==> config.mk <==
export PLATFORM = sky130hd
export DESIGN_NAME = mem_access_unit
export DESIGN_NICKNAME = d
export VERILOG_FILES = /design/src/rtl/mem_access_unit.sv
export SDC_FILE = /design/constraint.sdc
export NUM_CORES = 1
export LEC_CHECK = 0
export CAP_MARGIN = 20
export CORE_AREA = 3 3 146 148
export CTS_BUF_LIST = sky130_fd_sc_hd__clkbuf_16
export CTS_CLUSTER_DIAMETER = 80
export DETAILED_ROUTE_END_ITERATION = 7
export DIE_AREA = 0 0 149 151
export GPL_TIMING_DRIVEN = 0
export PLACE_DENSITY_LB_ADDON = 0.3
export SLEW_MARGIN = 15
export SYNTH_ARGS = -nofsm -noshare
export SYNTH_HDL_FRONTEND = slang
export SYNTH_SLANG_ARGS = --single-unit
==> constraint.sdc <==
create_clock -name clk -period 3.4 [get_ports clk]
set_clock_uncertainty 0.2 [all_clocks]
set_input_delay 0.68 -clock clk [delete_from_list [all_inputs] [get_ports clk]]
set_output_delay 0.68 -clock clk [all_outputs]
set_load 0.01 [all_outputs]
==> src/rtl/mem_access_unit.sv <==
// rtl/mem_access_unit.sv - byte/halfword/word load-store initiator with read-modify-write sub-word stores
module mem_access_unit #(
  parameter int ADDR_WIDTH = 32
) (
  input  logic                  clk,
  input  logic                  rst_n,
  input  logic                  reqValid,
  output logic                  reqReady,
  input  logic                  reqWrite,
  input  logic [1:0]            reqSize,
  input  logic                  reqSigned,
  input  logic [ADDR_WIDTH-1:0] reqAddr,
  input  logic [31:0]           reqWData,
  output logic                  respValid,
  output logic [31:0]           respData,
  output logic                  respError,
  output logic [ADDR_WIDTH-1:0] memAddress,
  output logic [31:0]           memWriteData,
  output logic                  memWrite,
  output logic                  memRead,
  input  logic [31:0]           memReadData
);

  typedef enum logic [1:0] {
    S_IDLE  = 2'd0,
    S_READ  = 2'd1,
    S_WRITE = 2'd2,
    S_RESP  = 2'd3
  } state_t;

  state_t                  r_state;
  state_t                  w_next;

  logic                    r_write;
  logic [1:0]              r_size;
  logic                    r_signed;
  logic [ADDR_WIDTH-1:0]   r_addr;
  logic [31:0]             r_wdata;
  logic [31:0]             r_old;
  logic [31:0]             r_resp_data;
  logic                    r_resp_err;

  logic                    w_req_err;
  logic [31:0]             w_lane;
  logic [31:0]             w_load_data;
  logic [31:0]             w_merged;

  // Alignment / size legality of the request being offered.
  assign w_req_err = (reqSize == 2'b11) ||
                     ((reqSize == 2'b01) && reqAddr[0]) ||
                     ((reqSize == 2'b10) && (reqAddr[1:0] != 2'b00));

  // Selected lane shifted down to bit 0; halfwords are aligned so 8*addr[1:0] == 16*addr[1].
  assign w_lane = memReadData >> {r_addr[1:0], 3'b000};

  // Load extraction with sign or zero extension.
  always_comb begin
    w_load_data = memReadData;
    case (r_size)
      2'b00:   w_load_data = {{24{r_signed & w_lane[7]}}, w_lane[7:0]};
      2'b01:   w_load_data = {{16{r_signed & w_lane[15]}}, w_lane[15:0]};
      default: w_load_data = memReadData;
    endcase
  end

  // Store word: old word with the target lane replaced, or the full store data for words.
  always_comb begin
    w_merged = r_old;
    case (r_size)
      2'b00:   w_merged[{r_addr[1:0], 3'b000} +: 8]  = r_wdata[7:0];
      2'b01:   w_merged[{r_addr[1], 4'b0000} +: 16]  = r_wdata[15:0];
      default: w_merged = r_wdata;
    endcase
  end

  assign memAddress   = {r_addr[ADDR_WIDTH-1:2], 2'b00};
  assign memWriteData = w_merged;
  assign respData     = r_resp_data;
  assign respError    = r_resp_err;

  // State register; reset returns to IDLE so the decoded enables drop at once.
  always_ff @(posedge clk or negedge rst_n) begin
    if (!rst_n) r_state <= S_IDLE;
    else        r_state <= w_next;
  end

  // Next-state and decoded handshake / memory enables.
  always_comb begin
    w_next    = r_state;
    reqReady  = 1'b0;
    respValid = 1'b0;
    memRead   = 1'b0;
    memWrite  = 1'b0;
    case (r_state)
      S_IDLE: begin
        reqReady = 1'b1;
        if (reqValid) begin
          if (w_req_err)                         w_next = S_RESP;
          else if (reqWrite && reqSize == 2'b10) w_next = S_WRITE;
          else                                   w_next = S_READ;
        end
      end
      S_READ: begin
        memRead = 1'b1;
        w_next  = r_write ? S_WRITE : S_RESP;
      end
      S_WRITE: begin
        memWrite = 1'b1;
        w_next   = S_RESP;
      end
      S_RESP: begin
        respValid = 1'b1;
        w_next    = S_IDLE;
      end
      default: w_next = S_IDLE;
    endcase
  end

  // Request latch, old-word capture and response registers (updated only when heading into RESP).
  always_ff @(posedge clk or negedge rst_n) begin
    if (!rst_n) begin
      r_write     <= 1'b0;
      r_size      <= 2'b00;
      r_signed    <= 1'b0;
      r_addr      <= '0;
      r_wdata     <= '0;
      r_old       <= '0;
      r_resp_data <= '0;
      r_resp_err  <= 1'b0;
    end else begin
      case (r_state)
        S_IDLE: begin
          if (reqValid) begin
            r_write  <= reqWrite;
            r_size   <= reqSize;
            r_signed <= reqSigned;
            r_addr   <= reqAddr;
            r_wdata  <= reqWData;
            if (w_req_err) begin
              r_resp_data <= '0;
              r_resp_err  <= 1'b1;
            end
          end
        end
        S_READ: begin
          if (r_write) begin
            r_old <= memReadData;
          end else begin
            r_resp_data <= w_load_data;
            r_resp_err  <= 1'b0;
          end
        end
        S_WRITE: begin
          r_resp_data <= '0;
          r_resp_err  <= 1'b0;
        end
        default: ;
      endcase
    end
  end

endmodule

======== Word level (Yosys, flattened, before mapping) ========
Cells that the tools add are included.
word-level totals
  bits in registers ....................... 135
  input bits .............................. 103
  output and inout port bits .............. 101
  word-level logic and storage cells ...... 61
cells by class
  $add $sub $neg .......................... 2
  equal/unequal tests ..................... 10
  shift operators ......................... 5
  muxes and demuxes ....................... 21
  bitwise operators ....................... 2
  reductions and logical operators ........ 12
operators by type and width
  operator                                               number
  case mux 32 bit (2 select lines)                       2
  two-way mux 32 bit                                     3
  case mux 32 bit (3 select lines)                       1
  bitwise mux 32 bit                                     2
  variable shift 16 x 7 -> 32 bit, first input constant  1
  variable shift 8 x 7 -> 32 bit, first input constant   1
  variable part select 16 x 7 -> 32 bit                  1
  variable part select 8 x 7 -> 32 bit                   1
  >> shifter 32 x 5 -> 16 bit                            1
  negator 5 -> 7 bit                                     2
  == test 2 bit, second input constant                   4
  two-way mux 1 bit                                      8
  case mux 2 bit (4 select lines)                        1
  == test 2 x 1 -> 1 bit, second input constant          3
  two-way mux 2 bit                                      3
  inequality test 2 bit, second input constant           3
  logical NOT 2 bit                                      2
  AND reduction 2 bit                                    2
  AND reduction 4 bit                                    1
  logical AND 1 bit                                      3
  case mux 1 bit (3 select lines)                        1
  nonzero test 3 bit                                     1
  bitwise AND 1 bit                                      2
  logical OR 1 bit                                       2
  nonzero test 2 bit                                     1

======== Longest topological paths before layout ========
Gate-level depths: netlist of run 1.
  depth in word-level cells ............... 7
  depth in mapped cells ................... 9
  gate-level depth less buffers ........... 6

======== Worst setup path before layout of run 1 ========
Ideal clock, no wire load.
  path kind ............................... register to output
  start point ............................. reg r_addr[0]
  end point ............................... out memWriteData[24]
  data arrival time ....................... 2.003 ns
  data required time ...................... 2.520 ns
  slack ................................... 0.517 ns
  cell stages (with the launch flop) ...... 9
  path buffers ............................ 3
  cell sequence ........................... dfrtp_1 > buf_2 > inv_1 > buf_2 > ha_1 > and4b_1 > clkbuf_1 > a21oi_1 > o221ai_1
between the ends
  word-level cells in the longest chain between the ends .. 4
  elaborated cells on any way between the ends .. 5
  those cells by class .................... add/sub: 1; shift: 2; mux: 2
RTL lines
  element                                                                                 RTL line  RTL
  start, declared                                                                         37        logic [ADDR_WIDTH-1:0] r_addr;
  start signal, assigned                                                                  137       r_addr <= reqAddr;
  negator 5 -> 7 bit *                                                                    70        2'b00: w_merged[{r_addr[1:0], 3'b000} +: 8] = r_wdata[7:0];
  variable part select 8 x 7 -> 32 bit or variable shift 8 x 7 -> 32 bit (tied branches)  70
  bitwise mux 32 bit *                                                                    70
  case mux 32 bit (2 select lines) *                                                      69        case (r_size)
  end, declared                                                                           18        output logic [31:0] memWriteData,
Mark *: on every way between the ends. The rest lies on a longest branch, timed or not.

======== Final worst setup path of run 1 ========
  start point ............................. reg r_addr[0]
  end point ............................... out memWriteData[21]
The elaborated chain is that of the path after synthesis.

==> impl_metrics.json, run 1 <==
{
  "die_h_um": 151,
  "timing.fmax_ghz": 0.3020,
  "grt_first_pass_wirelength_um": 34160,
  "cts_buffers": 17,
  "crit_family": "buffers and inverters",
  "drv_slew": 0,
  "cts_tree": "built",
  "io_buffers": 201,
  "die_x_um": 149,
  "fin_tns_setup_ps": 0,
  "path_max_fanout": 12,
  "status": "finished clean",
  "clock-root-buffer": "clkbuf_16",
  "cp.required_ps": 2520,
  "rsz0062_at_grt": "yes",
  "yosysWarnings": 0,
  "postRouteAntennaNets": 0,
  "avgSynthCellArea_um2": 11.43,
  "place_area_mm2": 0.009417,
  "peakVddDrop_mv": 0.4631,
  "post_drt_wl_per_cell_um": 19.80,
  "clock_path_buffers": 2,
  "clk_pin_slew_worst_paths_ps": 60,
  "drive_gt1_share_pct": 27.87,
  "r2r_slack_ps": 790,
  "clkPwrFrac_pct": 17.4,
  "critPathArrivalTime_ps": 2430,
  "routed_wl_um": 22390,
  "clock-sinks": 135,
  "path_class": "flip-flop to output port",
  "power_density_mw_per_mm2": 1033,
  "start_util_pct": 34.86,
  "routabilityCongestion": 0.8275,
  "drt_iter0_drc": 585,
  "synth_cells": 615,
  "setup_ws_ps": 89.14,
  "setup_violations": 0,
  "hold_viol_final": 0,
  "whs_ps": 304.7,
  "ys.flop_type": "dfrtp_1",
  "cp_cell_sequence": "buf_6, clkinvlp_4, buf_12, ha_2, nor2_4, and4_4, a21oi_1, o221ai_2, dlygate4sd2_1",
  "via_per_inst": 5.156,
  "p_total_mw": 10.52,
  "synth_area_mm2": 0.007030,
  "antenna_found_initial": 0,
  "crit_path_end_kind": "output port",
  "ctsHtreeMaxLevel": 4,
  "dr.pass1.iters": 7,
  "worst_path_largest_cell_delay_ps": 370,
  "max_cap_violations": 0,
  "critPathSlowestCell": "dfrtp_1",
  "dieArea_mm2": 0.02250,
  "grt_use_total_pct": 19.72,
  "crit_path_start_kind": "flip-flop",
  "rows": 52,
  "final.period_utilization_pct": 97.38,
  "yosysSeqAreaShare_pct": 48.05,
  "vias": 5832,
  "ios": 204,
  "drc_errors": 0,
  "grt_pass1_vias": 5968,
  "ys_ff_latch": 135,
  "min_path_type": "flip-flop to flip-flop",
  "nets": 960,
  "p_sw_mw": 4.101,
  "p_leak_nw": 4.322,
  "grt_max_degree": 93,
  "seq_power_share_pct": 27.7,
  "switching_share_pct": 38.97,
  "diodes": 0,
  "hpwl_um": 16540,
  "p_comb_share_pct": 54.9,
  "period_needed_ps": 3311,
  "clk_latency_ps": 420,
  "synth_edf_count": 0,
  "area.growth.synth_to_final_pct": 44.97,
  "core_mm2": 0.02017,
  "preCtsSetupSlack_ps": -586.7,
  "internal-power_mw": 6.423,
  "async_flop_share_pct": 100.0,
  "tightest_slew_ps": 676.8,
  "critPathBufInv": 4,
  "relSlewSlack_pct": 54.88,
  "synth.distinct_cells": 56,
  "overflow": 0,
  "final_area_mm2": 0.01019
}
-- flip-flops by register name, indices dropped and copies added, names as in the netlist --
register,flops
r_state,2
r_size,2
r_wdata,32
r_write,1
r_signed,1
r_addr,32
respData,32
r_old,32
respError,1
-- timing repair --
action,in CTS,in global routing
setup buffers,12,1
hold buffers,1,0
endpoints found under the setup margin,32,24
endpoints found under the hold margin,43,0
pin swaps,9,4
resized for setup,84,13
-- final timing paths --
path                             from                to  cells after the start
hold / removal             r_addr[16]        r_addr[16]                      1
setup / recovery            r_addr[0]  memWriteData[21]                      9
min in group asynchronous       rst_n         respError                      2
max in group asynchronous       rst_n        r_wdata[3]                      3
setup reg to reg           r_state[0]        r_addr[28]                      6
hold reg to reg            r_addr[16]        r_addr[16]                      1
-- cell type report --
type                       instances  area [µm²]
fill                            1872        9977
sequential                       135        3379
multi-input combinational        396        3287
timing repair buffer             216        2107
buffer                            74       466.7
clock buffer                      17       425.4
tap                              270       337.8
clock inverter                    15       152.6
inverter                           8       36.28
-- power by group through the flow --
stage	Clock, mW	Sequential [mW]	Combinational [mW]
global placement	0	2.92	5.64
detailed placement	0	2.94	5.69
finish	1.83	2.92	5.78
CTS	1.87	2.90	5.68
floorplan	0	2.80	3.31
global route	1.93	3.01	6.24
-- cells in the mapped netlist, types with 3 or more instances --
| library cell | instances | area (µm²) |
|---|---|---|
| a221o_1 | 8 | 80.08 |
| mux2i_1 | 17 | 170.2 |
| nand3_1 | 8 | 40.04 |
| buf_1 | 5 | 18.77 |
| a21oi_1 | 25 | 125.1 |
| buf_2 | 11 | 55.05 |
| and3_1 | 6 | 37.54 |
| clkbuf_1 | 24 | 90.09 |
| nor2b_1 | 27 | 168.9 |
| inv_1 | 7 | 26.28 |
| buf_6 | 3 | 33.78 |
| o31ai_1 | 5 | 37.54 |
| a22oi_1 | 6 | 45.04 |
| dfrtp_1 | 135 | 3378 |
| nor2_1 | 9 | 33.78 |
| o21ai_0 | 40 | 200.2 |
| o211ai_2 | 10 | 125.1 |
| mux2_2 | 100 | 1126 |
| o221ai_1 | 16 | 140.1 |
| ha_1 | 9 | 112.6 |
| a22o_1 | 15 | 131.4 |
| buf_4 | 34 | 255.2 |
| nand2_1 | 39 | 146.4 |
| a222oi_1 | 7 | 70.07 |
| o211ai_1 | 14 | 105.1 |
-- per-layer routing --
metal,track usage (%),up-vias,wire length (µm)
li1,-,2707,-
met1,25.62,2841,9445
met2,31.95,250,10680
met3,6.104,34,1769
met4,5.629,0,496
met5,0,-,0
-- layout by cell type (no fill, tap or decap), types with 3 or more instances in the layout --
| cell type | netlist | final |
|---|---|---|
| a221o_1 | 8 | 8 |
| mux2_2 | 100 | 100 |
| o21ai_0 | 40 | 40 |
| clkdlybuf4s50_1 | 0 | 168 |
| nor2_4 | 0 | 3 |
| nor2b_1 | 27 | 27 |
| and3_1 | 6 | 6 |
| inv_1 | 7 | 6 |
| a22o_1 | 15 | 15 |
| mux2i_1 | 17 | 17 |
| o31ai_1 | 5 | 5 |
| dlygate4sd2_1 | 0 | 20 |
| o211ai_2 | 10 | 10 |
| nand3_1 | 8 | 8 |
| a21oi_1 | 25 | 23 |
| buf_1 | 5 | 5 |
| o211ai_1 | 14 | 14 |
| nor2_1 | 9 | 6 |
| dfrtp_1 | 135 | 134 |
| buf_4 | 34 | 47 |
| o221ai_1 | 16 | 9 |
| clkdlybuf4s15_1 | 0 | 3 |
| buf_6 | 3 | 4 |
| a22oi_1 | 6 | 6 |
| clkbuf_1 | 24 | 20 |
| clkbuf_16 | 0 | 17 |
| a222oi_1 | 7 | 7 |
| buf_2 | 11 | 15 |
| clkinvlp_4 | 0 | 4 |
| nand2_1 | 39 | 38 |
| ha_1 | 9 | 6 |
| inv_6 | 0 | 4 |
| o221ai_2 | 0 | 7 |
-- cells by family after synthesis --
kind of cell / Yosys count / share of synthesized area, %
other: 1 / 0.05334
AO/OA/AOI/OAI: 159 / 16.59
multiplexers: 119 / 18.92
flip-flops: 135 / 48.05
AND/OR/NAND/NOR: 107 / 7.920
buffers and inverters: 85 / 6.870
adder cells (fa/ha/maj): 9 / 1.602
-- stage by stage --
step	util (%)	instances
floorplan	-	616
global placement	46.53	1087
detailed placement	46.69	1088
CTS	50.23	1131
global route	50.53	1131
finish	50.53	1131
No activity file was read; power rests on OpenSTA's default activity.
==> inputs of run 2 (changes only) <==
Settings changed: PLACE_DENSITY from default to 0.69, PLACE_DENSITY_LB_ADDON 0.3 to default, RECOVER_POWER from default to 50.
==> impl_metrics.json, run 2 (synthesized netlist as in run 1, its figures left out) <==
{
  "p_total_mw": 10.59,
  "drive_gt1_share_pct": 28.29,
  "clk_latency_ps": 420,
  "cts_buffers": 17,
  "area.growth.synth_to_final_pct": 45.10,
  "crit_path_end_kind": "output port",
  "hpwl_um": 16760,
  "hold_path_depth": 1,
  "nets": 958,
  "crit_path_start_kind": "flip-flop",
  "startpoint": "r_addr[1]",
  "r2r_slack_ps": 640,
  "cts_tree": "built",
  "drt_iter0_drc": 533,
  "setup_violations": 0,
  "grt_use_total_pct": 20.04,
  "antenna_found_initial": 0,
  "path_class": "flip-flop to output port",
  "start_util_pct": 34.86,
  "grt_first_pass_wirelength_um": 34440,
  "grt_max_degree": 79,
  "multi_input_area_mm2": 0.003311,
  "layout_commonest_cell": "dfrtp_1",
  "max_cap_violations": 1,
  "final_cell_mix": "134 x dfrtp_1, 132 x clkdlybuf4s50_1, 100 x mux2_2, 43 x buf_4, 40 x o21ai_0",
  "peakVddDrop_mv": 0.5686,
  "path_max_fanout": 12,
  "relSlewSlack_pct": -0.5277,
  "period_needed_ps": 3309,
  "final.period_utilization_pct": 97.32,
  "timing.rr.start": "r_state[0]",
  "status": "finished with violations",
  "final_core_util_pct": 50.58,
  "diodes": 0,
  "routed_wl_um": 22830,
  "dr.pass1.iters": 7,
  "hold_viol_final": 0,
  "postRouteAntennaNets": 0,
  "tightest_slew_ps": 1508,
  "ctsHtreeMaxLevel": 4,
  "grt_pass1_vias": 5864,
  "fin_tns_setup_ps": 0,
  "clk_pin_slew_worst_paths_ps": 60,
  "ios": 204,
  "r2r-end": "r_addr[25]",
  "clock_path_buffers": 2,
  "post_drt_wl_per_cell_um": 20.22,
  "clock-root-buffer": "clkbuf_16",
  "seqCellArea_mm2": 0.003379,
  "drv_slew": 57,
  "min_path_type": "flip-flop to flip-flop",
  "reg2regPathDepth": 6,
  "io_buffers": 201,
  "drc_errors": 0,
  "critPathArrivalTime_ps": 2430,
  "overflow": 0,
  "fill_cells": 1876,
  "violations": "capacitance limit, slew limit",
  "worstSetupEndpoint": "memWriteData[8]",
  "die_h_um": 151,
  "p_leak_nw": 4.407,
  "die_x_um": 149,
  "vias": 5935,
  "timing.fmax_ghz": 0.3022,
  "cp.required_ps": 2520,
  "clock-sinks": 135,
  "via_per_inst": 5.257,
  "dieArea_mm2": 0.02250,
  "routabilityCongestion": 0.8763,
  "rows": 52,
  "core_mm2": 0.02017,
  "power_density_mw_per_mm2": 1038
}
==> run 2: worst min-delay path by stage <==
stage          startpoint        end  slack, ps
2_1_floorplan       rst_n  r_addr[0]        180
3_3_place_gp     r_old[6]   r_old[6]        270
3_5_place_dp     r_old[6]   r_old[6]        280
4_1_cts         r_addr[6]  r_addr[6]        310
5_1_grt         r_addr[9]  r_addr[9]        320
6_report        r_addr[6]  r_addr[6]        300
==> run 2: what timing repair did <==
item / 4_1_cts / 5_1_grt
endpoints found under the setup margin: 32 / 27
pin swaps: 8 / 7
hold endpoints to repair: 10 / 0
setup buffers: 5 / 6
hold buffers: 1 / 0
resized for setup: 99 / 22
==> run 2: report_power, final <==
group	internal, mW	total (mW)	switching [mW]
sequential	2.38	2.93	0.553
clock	1.14	1.87	0.727
combinational	2.95	5.79	2.84
==> run 2: final cells by class <==
cell class	count	share of cell area (%)
flip-flops and latches	135	33.13
multi-input cells	396	32.45
repair buffers	213	20.37
plain buffers	75	4.612
clock buffers	17	4.170
well taps	270	3.312
clock inverters	15	1.595
inverters	8	0.3557
==> run 2: per-layer routing <==
| metal | GRT usage (%) | routed length (µm) | share of wire [%] | vias up |
|---|---|---|---|---|
| met5 | 0 | 0 | 0 | - |
| met4 | 5.263 | 339 | 1.5 | 0 |
| met3 | 4.159 | 1641 | 7.2 | 24 |
| met2 | 31.84 | 10700 | 47 | 266 |
| met1 | 28.05 | 10140 | 44 | 2930 |
| li1 | - | - | - | 2715 |
==> run 2: worst max-delay path: stages, from the launching register on <==
cell and delay [ps]:
dfrtp_2 430, buf_4 190, inv_4 140, ha_1 200, nor2_1 60, a21oi_2 170, nor2_4 100, a221o_1 420
dlygate4sd2_1 300
==> run 2: metrics by stage <==
step / instance area (µm²) / std cells / setup WS (ps) / hold WS [ps]
6_report: 10200 / 1129 / 91.14 / 302.2
3_5_place_dp: 9417 / 1088 / -563.1 / 280.3
5_1_grt: 10200 / 1129 / -10.50 / 318.7
4_1_cts: 10130 / 1124 / -6.737 / 307.0
3_3_place_gp: 9384 / 1087 / -4193 / 266.6
2_1_floorplan: 7034 / 616 / 517.0 / 184.4
